--- src/rtl/uart_tx_frame.sv ---
// -----------------------------------------------------------------------------
// uart_tx_frame
//   Parametrised UART transmitter. Serialises LSB-first frames made of a start
//   bit, DATA_BITS data bits, an optional even/odd parity bit and 1 or 2 stop
//   bits. A one-entry holding buffer behind a valid/ready handshake lets a
//   producer queue the next word while a frame is on the line, so consecutive
//   frames go out with no idle bit between them.
//
// Ports
//   i_clk        system clock, rising edge
//   i_rst_n      asynchronous active-low reset
//   i_tx_dv      producer valid; word accepted when i_tx_dv && o_tx_ready
//   i_tx_byte    data word (DATA_BITS wide), sampled at acceptance
//   o_tx_ready   high while the holding buffer is empty
//   o_tx_serial  registered serial line, idles high
//   o_tx_active  high from the first start cycle through the last stop cycle
//   o_tx_done    one-cycle pulse during the final cycle of each frame
// -----------------------------------------------------------------------------
module uart_tx_frame #(
    parameter int CLKS_PER_BIT = 87,
    parameter int DATA_BITS    = 8,
    parameter int PARITY_EN    = 0,
    parameter int PARITY_ODD   = 0,
    parameter int STOP_BITS    = 1
) (
    input  logic                 i_clk,
    input  logic                 i_rst_n,
    input  logic                 i_tx_dv,
    input  logic [DATA_BITS-1:0] i_tx_byte,
    output logic                 o_tx_ready,
    output logic                 o_tx_serial,
    output logic                 o_tx_active,
    output logic                 o_tx_done
);

    localparam int CNT_W = (CLKS_PER_BIT > 1) ? $clog2(CLKS_PER_BIT) : 1;

    localparam logic [CNT_W-1:0] CNT_LAST  = CNT_W'(CLKS_PER_BIT - 1);
    localparam logic [CNT_W-1:0] CNT_PRE   = CNT_W'(CLKS_PER_BIT - 2);
    localparam logic [3:0]       DATA_LAST = 4'(DATA_BITS - 1);
    localparam logic [3:0]       STOP_LAST = 4'(STOP_BITS - 1);
    localparam logic             PAR_INV   = (PARITY_ODD != 0);

    typedef enum logic [2:0] {
        IDLE,
        START,
        DATA,
        PARITY,
        STOP
    } state_t;

    state_t               state;
    logic [CNT_W-1:0]     clk_cnt;
    logic [3:0]           bit_idx;     // data-bit index in DATA, stop-bit index in STOP
    logic [DATA_BITS-1:0] shift_q;
    logic [DATA_BITS-1:0] hold_q;
    logic                 hold_full;
    logic                 parity_q;
    logic                 serial_q;
    logic                 active_q;
    logic                 done_q;

    logic accept;
    logic bit_end;

    assign accept  = i_tx_dv && !hold_full;
    assign bit_end = (clk_cnt == CNT_LAST);

    assign o_tx_ready  = !hold_full;
    assign o_tx_serial = serial_q;
    assign o_tx_active = active_q;
    assign o_tx_done   = done_q;

    // NOTE: every register below is assigned with <= so all of them update
    // from the same pre-edge values; with = the state, counter and buffer
    // decisions would see half-updated values depending on statement order.
    always_ff @(posedge i_clk or negedge i_rst_n) begin
        if (!i_rst_n) begin
            // NOTE: the data registers are reset too, not just the control
            // state, so an aborted frame leaves nothing stale behind.
            state     <= IDLE;
            clk_cnt   <= '0;
            bit_idx   <= '0;
            shift_q   <= '0;
            hold_q    <= '0;
            hold_full <= 1'b0;
            parity_q  <= 1'b0;
            serial_q  <= 1'b1;
            active_q  <= 1'b0;
            done_q    <= 1'b0;
        end else begin
            done_q <= 1'b0;

            // Any word accepted outside IDLE is queued; in IDLE it bypasses
            // the buffer. hold_full cannot be cleared below on an edge where
            // accept is high, because accept requires the buffer empty.
            if (accept && state != IDLE) begin
                hold_q    <= i_tx_byte;
                hold_full <= 1'b1;
            end

            if (state != IDLE)
                clk_cnt <= bit_end ? '0 : clk_cnt + 1'b1;

            case (state)
                IDLE: begin
                    if (hold_full) begin
                        shift_q   <= hold_q;
                        hold_full <= 1'b0;
                        state     <= START;
                        serial_q  <= 1'b0;
                        active_q  <= 1'b1;
                    end else if (i_tx_dv) begin
                        shift_q  <= i_tx_byte;
                        state    <= START;
                        serial_q <= 1'b0;
                        active_q <= 1'b1;
                    end
                end

                START: begin
                    if (bit_end) begin
                        // Parity comes from the latched word before shifting.
                        parity_q <= (^shift_q) ^ PAR_INV;
                        serial_q <= shift_q[0];
                        shift_q  <= shift_q >> 1;
                        bit_idx  <= '0;
                        state    <= DATA;
                    end
                end

                DATA: begin
                    if (bit_end) begin
                        if (bit_idx == DATA_LAST) begin
                            bit_idx <= '0;
                            if (PARITY_EN != 0) begin
                                state    <= PARITY;
                                serial_q <= parity_q;
                            end else begin
                                state    <= STOP;
                                serial_q <= 1'b1;
                            end
                        end else begin
                            serial_q <= shift_q[0];
                            shift_q  <= shift_q >> 1;
                            bit_idx  <= bit_idx + 1'b1;
                        end
                    end
                end

                PARITY: begin
                    if (bit_end) begin
                        state    <= STOP;
                        serial_q <= 1'b1;
                    end
                end

                STOP: begin
                    // Raised one cycle early so the registered pulse lands on
                    // the final cycle of the last stop bit.
                    if (bit_idx == STOP_LAST && clk_cnt == CNT_PRE)
                        done_q <= 1'b1;

                    if (bit_end) begin
                        if (bit_idx == STOP_LAST) begin
                            bit_idx <= '0;
                            if (hold_full) begin
                                shift_q   <= hold_q;
                                hold_full <= 1'b0;
                                state     <= START;
                                serial_q  <= 1'b0;
                            end else begin
                                state    <= IDLE;
                                serial_q <= 1'b1;
                                active_q <= 1'b0;
                            end
                        end else begin
                            bit_idx <= bit_idx + 1'b1;
                        end
                    end
                end

                default: begin
                    state    <= IDLE;
                    serial_q <= 1'b1;
                    active_q <= 1'b0;
                end
            endcase
        end
    end

endmodule

--- config.mk ---
export PLATFORM = sky130hd
export DESIGN_NAME = uart_tx_frame
export DESIGN_NICKNAME = d
export VERILOG_FILES = /design/src/rtl/uart_tx_frame.sv
export SDC_FILE = /design/constraint.sdc
export NUM_CORES = 1
export LEC_CHECK = 0
export ABC_AREA = 1
export CAP_MARGIN = 0
export CORE_MARGIN = 5
export CORE_UTILIZATION = 55
export DETAILED_ROUTE_END_ITERATION = 8
export PLACE_DENSITY = 0.75
export SLEW_MARGIN = 20
export SYNTH_ARGS = -nofsm -noshare
export SYNTH_HDL_FRONTEND = slang
export SYNTH_SLANG_ARGS = --single-unit
--- constraint.sdc ---
create_clock -name i_clk -period 4 [get_ports i_clk]
set_input_delay 0.8 -clock i_clk [delete_from_list [all_inputs] [get_ports i_clk]]
set_output_delay 0.8 -clock i_clk [all_outputs]
set_load 0.02 [all_outputs]
---- After elaboration in Yosys (flattened, before gate mapping) ----
Index checks and enable logic that the tools add are counted.
word-level totals
  register bits ........................... 34
  bits of input ports ..................... 11
operators by class
  add/subtract/negate cells ............... 2
  equal/unequal tests ..................... 17
  mux-type cells .......................... 49
  bitwise operators ....................... 1
  reduce and logical (&&, ||, !) cells .... 15
operator list
  kind                                           number
  two-way mux 8 bit                              8
  one-hot mux 8 bit (4 select lines)             1
  two-way mux 3 bit                              8
  two-way mux 1 bit                              21
  two-way mux 4 bit                              5
  != test 2 bit, second input constant           9
  one-hot mux 3 bit (5 select lines)             1
  == test 7 bit, second input constant           2
  one-hot mux 4 bit (3 select lines)             1
  AND reduction 8 bit                            1
  adder 7 x 1 -> 7 bit, second input constant    1
  two-way mux 7 bit                              1
  AND reduction 7 bit                            1
  == test 3 x 2 -> 1 bit, second input constant  2
  AND reduction 6 bit                            1
  nonzero test 3 bit                             2
  one-hot mux 1 bit (5 select lines)             1
  AND reduction 5 bit                            1
  adder 4 x 1 -> 4 bit, second input constant    1
  == test 4 x 3 -> 1 bit, second input constant  1
  logical NOT 4 bit                              1
  AND reduction 4 bit                            1
  nonzero test 4 bit                             1
  == test 3 x 1 -> 1 bit, second input constant  1
  9 further kinds                                11

---- Depth between registers and ports, before layout ----
Gate-level depths: netlist of the first run.
  word-level depth ........................ 8
  depth in mapped cells ................... 11

---- Worst setup path after synthesis of the first run ----
No wires, ideal clock.
  path type ............................... register to register
  start ................................... register clk_cnt[0]
  end ..................................... register shift_q[0]
  library setup time ...................... 0.116 ns
  arrival time ............................ 1.405 ns
  setup slack ............................. 2.478 ns
  stages on the path, launching flop included .. 12
  path buffers ............................ 0
  cells stage by stage .................... dfrtp_1 inv_1 ha_1 inv_1 nor2_1 nand2_1 nand2_2 nand2_4 nor2_8 nand2_4 nand2_1 nand2_1
on the way
  word-level cells in the longest chain between the ends .. 3
RTL lines
  item                               RTL line  source
  start, declared                    53        logic [CNT_W-1:0] clk_cnt;
  start signal, assigned             103       clk_cnt <= bit_end ? '0 : clk_cnt + 1'b1;
  == test 7 bit (*)                  67        assign bit_end = (clk_cnt == CNT_LAST);
  != test 2 bit (no line)            -
  AND reduction 8 bit (no line) (*)  -
  end signal, assigned               108       shift_q <= hold_q;
  end signal, assigned               114       shift_q <= i_tx_byte;
  end signal, assigned               126       shift_q <= shift_q >> 1;
  end, declared                      55        logic [DATA_BITS-1:0] shift_q;
Every way passes the cells marked *; elsewhere a longest branch is shown, timed or not.
A chain may end at the register's enable or synchronous reset.

---- Worst setup path in the final report of the first run ----
  start ................................... register hold_full
  end ..................................... output port o_tx_ready
on the way
  word-level cells in the longest chain between the ends .. 1
RTL lines
  item                    RTL line  source
  start, declared         57        logic hold_full;
  start signal, assigned  86        hold_full <= 1'b0;
  start signal, assigned  99        hold_full <= 1'b1;
  start signal, assigned  109       hold_full <= 1'b0;
  logical NOT 1 bit       69        assign o_tx_ready = !hold_full;
  end, declared           30        output logic o_tx_ready,
No other way between the ends.

==> results of run 1 <==
==> synth_stat cells (all sizes together) <==
cell type,number
inv,39
nand4,4
ha,5
nand2,88
clkbuf,1
xor2,3
nor3b,1
nor3,3
buf,3
dfstp,1
o22ai,1
nand3,29
o21ai,24
dfrtp,33
nor2,27
a21oi,14
==> placed cells by master (no fill, tap or decap), drive strengths merged, types with 5 or more instances in the layout <==
master / n
dfrtp: 33
a21oi: 14
nand3: 29
clkdlybuf4s50: 14
inv: 39
nand2: 88
ha: 5
o21ai: 24
nor2: 27
clkbuf: 7
==> registers in the layout (all words and copies together) (netlist names) <==
name,flops
hold_q,8
shift_q,8
clk_cnt,7
bit_idx,4
state,3
hold_full,1
o_tx_active,1
o_tx_done,1
o_tx_serial,1
==> kinds of logic after synthesis <==
logic type                 after synthesis  synth area share, %
AOI/OAI and AO/OA                       39                9.820
xor gates and xnor gates                 3                1.265
adders and majority gates                5                3.012
buffers and inverters                   43                8.253
DFF                                     34                41.02
and+or+nand+nor                        152                36.63
==> final cells by class <==
type	instances	area share [%]
inverters	39	6.227
repair buffers	15	6.280
clock inverters	1	0.2129
multi-input cells	199	44.81
clock buffers	7	3.672
well taps	48	2.555
flip-flops and latches	34	36.24
==> worst min-delay path, delay by kind of cell, from the launching register on <==
family,cells,cell delay (ns)
flops,1,0.37
simple gates,2,0.09
==> stage by stage <==
stage	hold slack, ns	setup slack [ns]	area (sq um)
global placement	0.4540	1.846	2260
finish	0.4650	1.501	2351
detailed placement	0.4594	1.812	2260
floorplan	0.4422	2.478	2077
global route	0.5027	1.377	2351
CTS	0.4687	1.484	2351
==> path summary, 6_finish.rpt <==
| check | startpoint | endpoint | slack (ns) | cells after the start |
|---|---|---|---|---|
| max in group asynchronous | i_rst_n | o_tx_serial | 2.75 | 2 |
| worst max-delay path | hold_full | o_tx_ready | 1.50 | 2 |
| worst min-delay path | o_tx_serial | o_tx_serial | 0.46 | 2 |
| min in group asynchronous | i_rst_n | clk_cnt[6] | 0.92 | 2 |
| worst max register to register | clk_cnt[0] | shift_q[2] | 2.28 | 11 |
| worst min register to register | o_tx_serial | o_tx_serial | 0.46 | 2 |
==> metal layers <==
metal | track usage, % | vias up | wire, um
li1 | - | 922 | -
met1 | 26.65 | 733 | 2151
met2 | 25.51 | 23 | 1664
met3 | 4.208 | 6 | 131
met4 | 6.263 | 0 | 61
met5 | 0 | - | 0
==> where the power goes <==
part           internal (uW)  switching, uW
clock                    139            121
combinational           53.7           68.0
sequential               371           24.5
total                    564            214
==> out/metrics.yaml, run 1 <==
floorplanning:
  core-area_sq_um: 3661
  placementRows: 22
  fp.dieArea_sq_um: 5105
  io_pins: 15
  die_width_um: 71.45
  initial_utilization_pct: 56.73
  dieHeight_um: 71.45
global_routing:
  grt_util_all_layers_pct: 17.95
  grt_overflow: 0
  grt_first_pass_wirelength_um: 7307
  grt_antenna_before_repair: 0
  maximum_number_of_pins_on_one_net_before_global_route_repair: 35
  first_global_vias: 1612
logic_synthesis:
  synth_sequential_area_ratio_pct: 41.02
  synth.top_cells.by_area: "sky130_fd_sc_hd__dfrtp_1 40%, sky130_fd_sc_hd__nand2_1 14%, sky130_fd_sc_hd__nand3_1 6.0%, sky130_fd_sc_hd__inv_1 5.8%, sky130_fd_sc_hd__o21ai_0 4.3%"
  synthCells: 276
  syn-cell-area_sq_um: 2077
  postSynthAreaPerCell_sq_um: 7.525
  synth_cell_types: 26
  synth_seq_cells: 34
  synth_top_cell_area_share_pct: 39.76
  yosys_warnings: 0
  syn_nets: 292
  largest_area_contributor_in_the_netlist: "sky130_fd_sc_hd__dfrtp_1"
cells_and_area:
  ff_latch_area_sq_um: 852.1
  fillCellCount: 326
  final_standard_cell_utilization_of_the_core_pct: 64.22
  stdcell_count: 343
  antenna_cells_inserted: 0
  num-nets-final: 310
  share_of_post_route_cells_with_drive_strength_above_1_pct: 12.54
  multiInputGateArea_sq_um: 1054
  layout-area-overhead-vs-synth_pct: 13.19
run_status:
  result_of_the_run: "finished, final reports clean"
sta:
  final_max_slew_viol_count: 0
  skew_ns: 0.005018
  final-hold-violation-count: 0
  worst_slew_pin_slew_ns: 0.5172
  achievable-frequency_mhz: 400.1
  worst_slew_margin_rel_pct: 65.52
  totalNegativeSetupSlack_ns: 0
  period_share_pct: 62.48
  rsz0062_at_grt: "false"
  finalSetupViolations: 0
  fin_crit_ns: 2.499
clocking:
  postCtsHoldBufs: 0
  cts_setup_buffers: 0
  clkLatencyLatePin_ns: 0.28
  cts.sinks: 34
  cts-buffers-inserted: 5
  clk_root_buffer_cell: "sky130_fd_sc_hd__clkbuf_8"
  cts_tree: "yes"
  cts_max_level: 2
  clk_pin_slew_worst_paths_ns: 0.07
  post_cts_resize_count: 0
  clock_tree.buffer_depth: 2
critical_path:
  cpPeakStageDelay_ns: 0.67
  path_cells: "inv_1, clkdlybuf4s50_1"
  worstPathRequired_ns: 3.20
  critPathTopFamily: "buffers and inverters"
  critical_path_buf_inv_count: 2
  setup.worst_path.class: "reg -> out"
  crit_slowest_cell: "sky130_fd_sc_hd__dfrtp_1"
  crit_fanout: 20
  endpoint_kind: "primary output"
  setup.worst_path.start_class: "flop"
  cp.arrival_ns: 1.70
power:
  design_power_total_uw: 777.4
  power.ir.vdd_worst_mv: 0.2256
  cellPowerDensity_nw_per_um2: 330.7
  leakagePower_uw: 0.001203
routing:
  post-route-drc-count: 0
  route.vias.total: 1684
  drt-pass1-iter-count: 5
  drtIter0Drc: 92
  detail_route.vias_per_cell: 4.910
  antenna_violating_nets_post_route: 0
  wl_um: 4010
  wl_per_cell_um: 11.69
placement:
  place.detailed.hpwl_um: 3020
  port_buffers: 14
  gp_congestion: 0.7999
  number_of_cells_in_the_design_after_placement: 335
flow_run:
  timing.max_cap.violations: 0
hold_path:
  worstHoldPathType: "reg -> reg"
No activity file was read; power rests on OpenSTA's default activity.
==> inputs of run 2 (changes only) <==
Clock period 4 ns to 2.3 ns, I/O delays scaled along.
==> out/metrics.yaml, run 2 (same netlist as run 1, synthesis figures left out) <==
sta:
  totalNegativeSetupSlack_ns: 0  # unchanged
  final_max_slew_viol_count: 0  # unchanged
  skew_ns: 0.003571  # was 0.005018 ns
  period_share_pct: 81.36
  final-hold-violation-count: 0  # unchanged
  achievable-frequency_mhz: 534.4
  hold_slack_ns: 0.4661  # was 0.4650 ns
  rsz0062_at_grt: "false"  # unchanged
  worst_slew_margin_rel_pct: 71.19  # was 65.52%
  fin_crit_ns: 1.871
  worst_slew_pin_slew_ns: 0.4321  # was 0.5172 ns
  finalSetupViolations: 0  # unchanged
global_routing:
  gr-usage-met2_pct: 23.88  # was 25.51%
  grt_antenna_before_repair: 0  # unchanged
  first_global_vias: 1547  # was 1612
  gr-max-usage-layer: "met1"  # unchanged
  grt_util_all_layers_pct: 17.51  # was 17.95%
  grt_overflow: 0  # unchanged
  grt_use_met3_pct: 4.769  # was 4.208%
  grt_first_pass_wirelength_um: 7113  # was 7307 um
  global_route.usage.met1_pct: 26.50  # was 26.65%
  maximum_number_of_pins_on_one_net_before_global_route_repair: 35  # unchanged
routing:
  antenna_violating_nets_post_route: 0  # unchanged
  route.vias.total: 1764  # was 1684
  wl_um: 4181  # was 4010 um
  drt-pass1-iter-count: 4  # was 5
  wl_per_cell_um: 12.15  # was 11.69 um
  post-route-drc-count: 0  # unchanged
  drtIter0Drc: 167  # was 92
  detail_route.vias_per_cell: 5.128  # was 4.910
cells_and_area:
  final_common_cell: "sky130_fd_sc_hd__nand2_1"  # unchanged
  share_of_post_route_cells_with_drive_strength_above_1_pct: 13.18  # was 12.54%
  layout_top_registers: "hold_q: 8 flops, shift_q: 8 flops, clk_cnt: 7 flops"  # unchanged
  antenna_cells_inserted: 0  # unchanged
  stdcell_count: 344  # was 343
  num-nets-final: 311  # was 310
  final_design_area_no_fill_sq_um: 2410  # was 2351 sq um
  final_cell_mix: "78 x sky130_fd_sc_hd__nand2_1, 33 x sky130_fd_sc_hd__dfrtp_1, 32 x sky130_fd_sc_hd__inv_1"  # unchanged
  layout-area-overhead-vs-synth_pct: 16.02  # was 13.19%
critical_path:
  cp.arrival_ns: 1.41  # was 1.70 ns
  rr_worst_depth: 11  # unchanged
  critPathTopFamily: "buffers and inverters"  # unchanged
  rr_endpoint: "shift_q[5]"  # was shift_q[2]
  endpoint_kind: "primary output"  # unchanged
  setup.worst_path.start_class: "flop"  # unchanged
  cpPeakStageDelay_ns: 0.59  # was 0.67 ns
  worst_r2r_startpoint: "clk_cnt[0]"  # unchanged
  regToRegSetupSlack_ns: 0.58  # was 2.28 ns
  critical_path_cell_count: 1  # was 2
  crit_fanout: 2  # was 20
  crit_slowest_cell: "sky130_fd_sc_hd__clkdlybuf4s50_1"  # was sky130_fd_sc_hd__dfrtp_1
  critical_path_buf_inv_count: 1  # was 2
  setup.worst_path.class: "reg -> out"  # unchanged
  path_cells: "clkdlybuf4s50_1"  # was inv_1, clkdlybuf4s50_1
  worstPathRequired_ns: 1.84  # was 3.20 ns
placement:
  port_buffers: 14  # unchanged
  number_of_cells_in_the_design_after_placement: 336  # was 335
  gp_congestion: 0.8876  # was 0.7999
  placed_area_sq_um: 2267  # was 2260 sq um
  place.detailed.hpwl_um: 3005  # was 3020 um
floorplanning:
  io_pins: 15  # unchanged
  placementRows: 22  # unchanged
  core-area_sq_um: 3661  # unchanged
  fp.dieArea_sq_um: 5105  # unchanged
  die_width_um: 71.45  # unchanged
  initial_utilization_pct: 56.73  # unchanged
  dieHeight_um: 71.45  # unchanged
clocking:
  post_cts_resize_count: 0  # unchanged
  cts-buffers-inserted: 5  # unchanged
  cts_setup_buffers: 0  # unchanged
  cts_max_level: 2  # unchanged
  clk_root_buffer_cell: "sky130_fd_sc_hd__clkbuf_8"  # unchanged
  clk_pin_slew_worst_paths_ns: 0.07  # about the same
  cts.sinks: 34  # unchanged
  postCtsHoldBufs: 0  # unchanged
  clock_tree.buffer_depth: 2  # unchanged
  clkLatencyLatePin_ns: 0.29  # was 0.28 ns
  cts_tree: "yes"  # unchanged
power:
  leakagePower_uw: 0.001231  # was 0.001203 uW
  cellPowerDensity_nw_per_um2: 659.3  # was 330.7 nW/um^2
  power.ir.vdd_worst_mv: 0.4537  # was 0.2256 mV
run_status:
  result_of_the_run: "finished, final reports clean"  # unchanged
hold_path:
  worstHoldPathType: "reg -> reg"  # unchanged
  hold_path.startpoint: "o_tx_serial"  # unchanged
  whs_endpoint: "o_tx_serial"  # unchanged
  worstHoldPathCells: 2  # unchanged
flow_run:
  timing.max_cap.violations: 0  # unchanged
[run 2: area by class of cell]
type,count,area [sq um]
Fill cell,304,1251
Multi-Input combinational cell,199,1054
Sequential cell,34,852.1
Timing Repair Buffer,16,155.1
Inverter,39,146.4
Clock buffer,6,82.58
Clock inverter,2,60.06
Tap cell,48,60.06
[run 2: power by group]
group,total (uW),internal (uW),switching (uW)
Sequential,682,646,35.8
Combinational,220,95.5,125
Clock,687,462,225
Total,1590,1200,385
[run 2: how the worst max path moves through the flow]
stage	start	end
after floorplan	clk_cnt[0]	shift_q[0]
final	o_tx_serial	o_tx_serial
after global routing	hold_full	o_tx_ready
after global placement	i_tx_dv	shift_q[4]
after detailed placement	i_tx_dv	shift_q[5]
after CTS	o_tx_serial	o_tx_serial
[run 2: metrics by stage]
stage                     worst slack [ns]  power (uW)  utilization (%)
final                               0.4288        1589            65.82
after global routing                0.3787        1668            65.82
after CTS                           0.4157        1598            65.82
after detailed placement            0.5864       908.7            61.93
after global placement              0.6209       906.0            61.93
after floorplan                     0.7784       840.8                -
[run 2: routing by layer]
metal	part of all wire, %	wire length [um]
met1	49	2063
met4	1.6	68
met3	5.3	222
met5	0	0
met2	44	1828
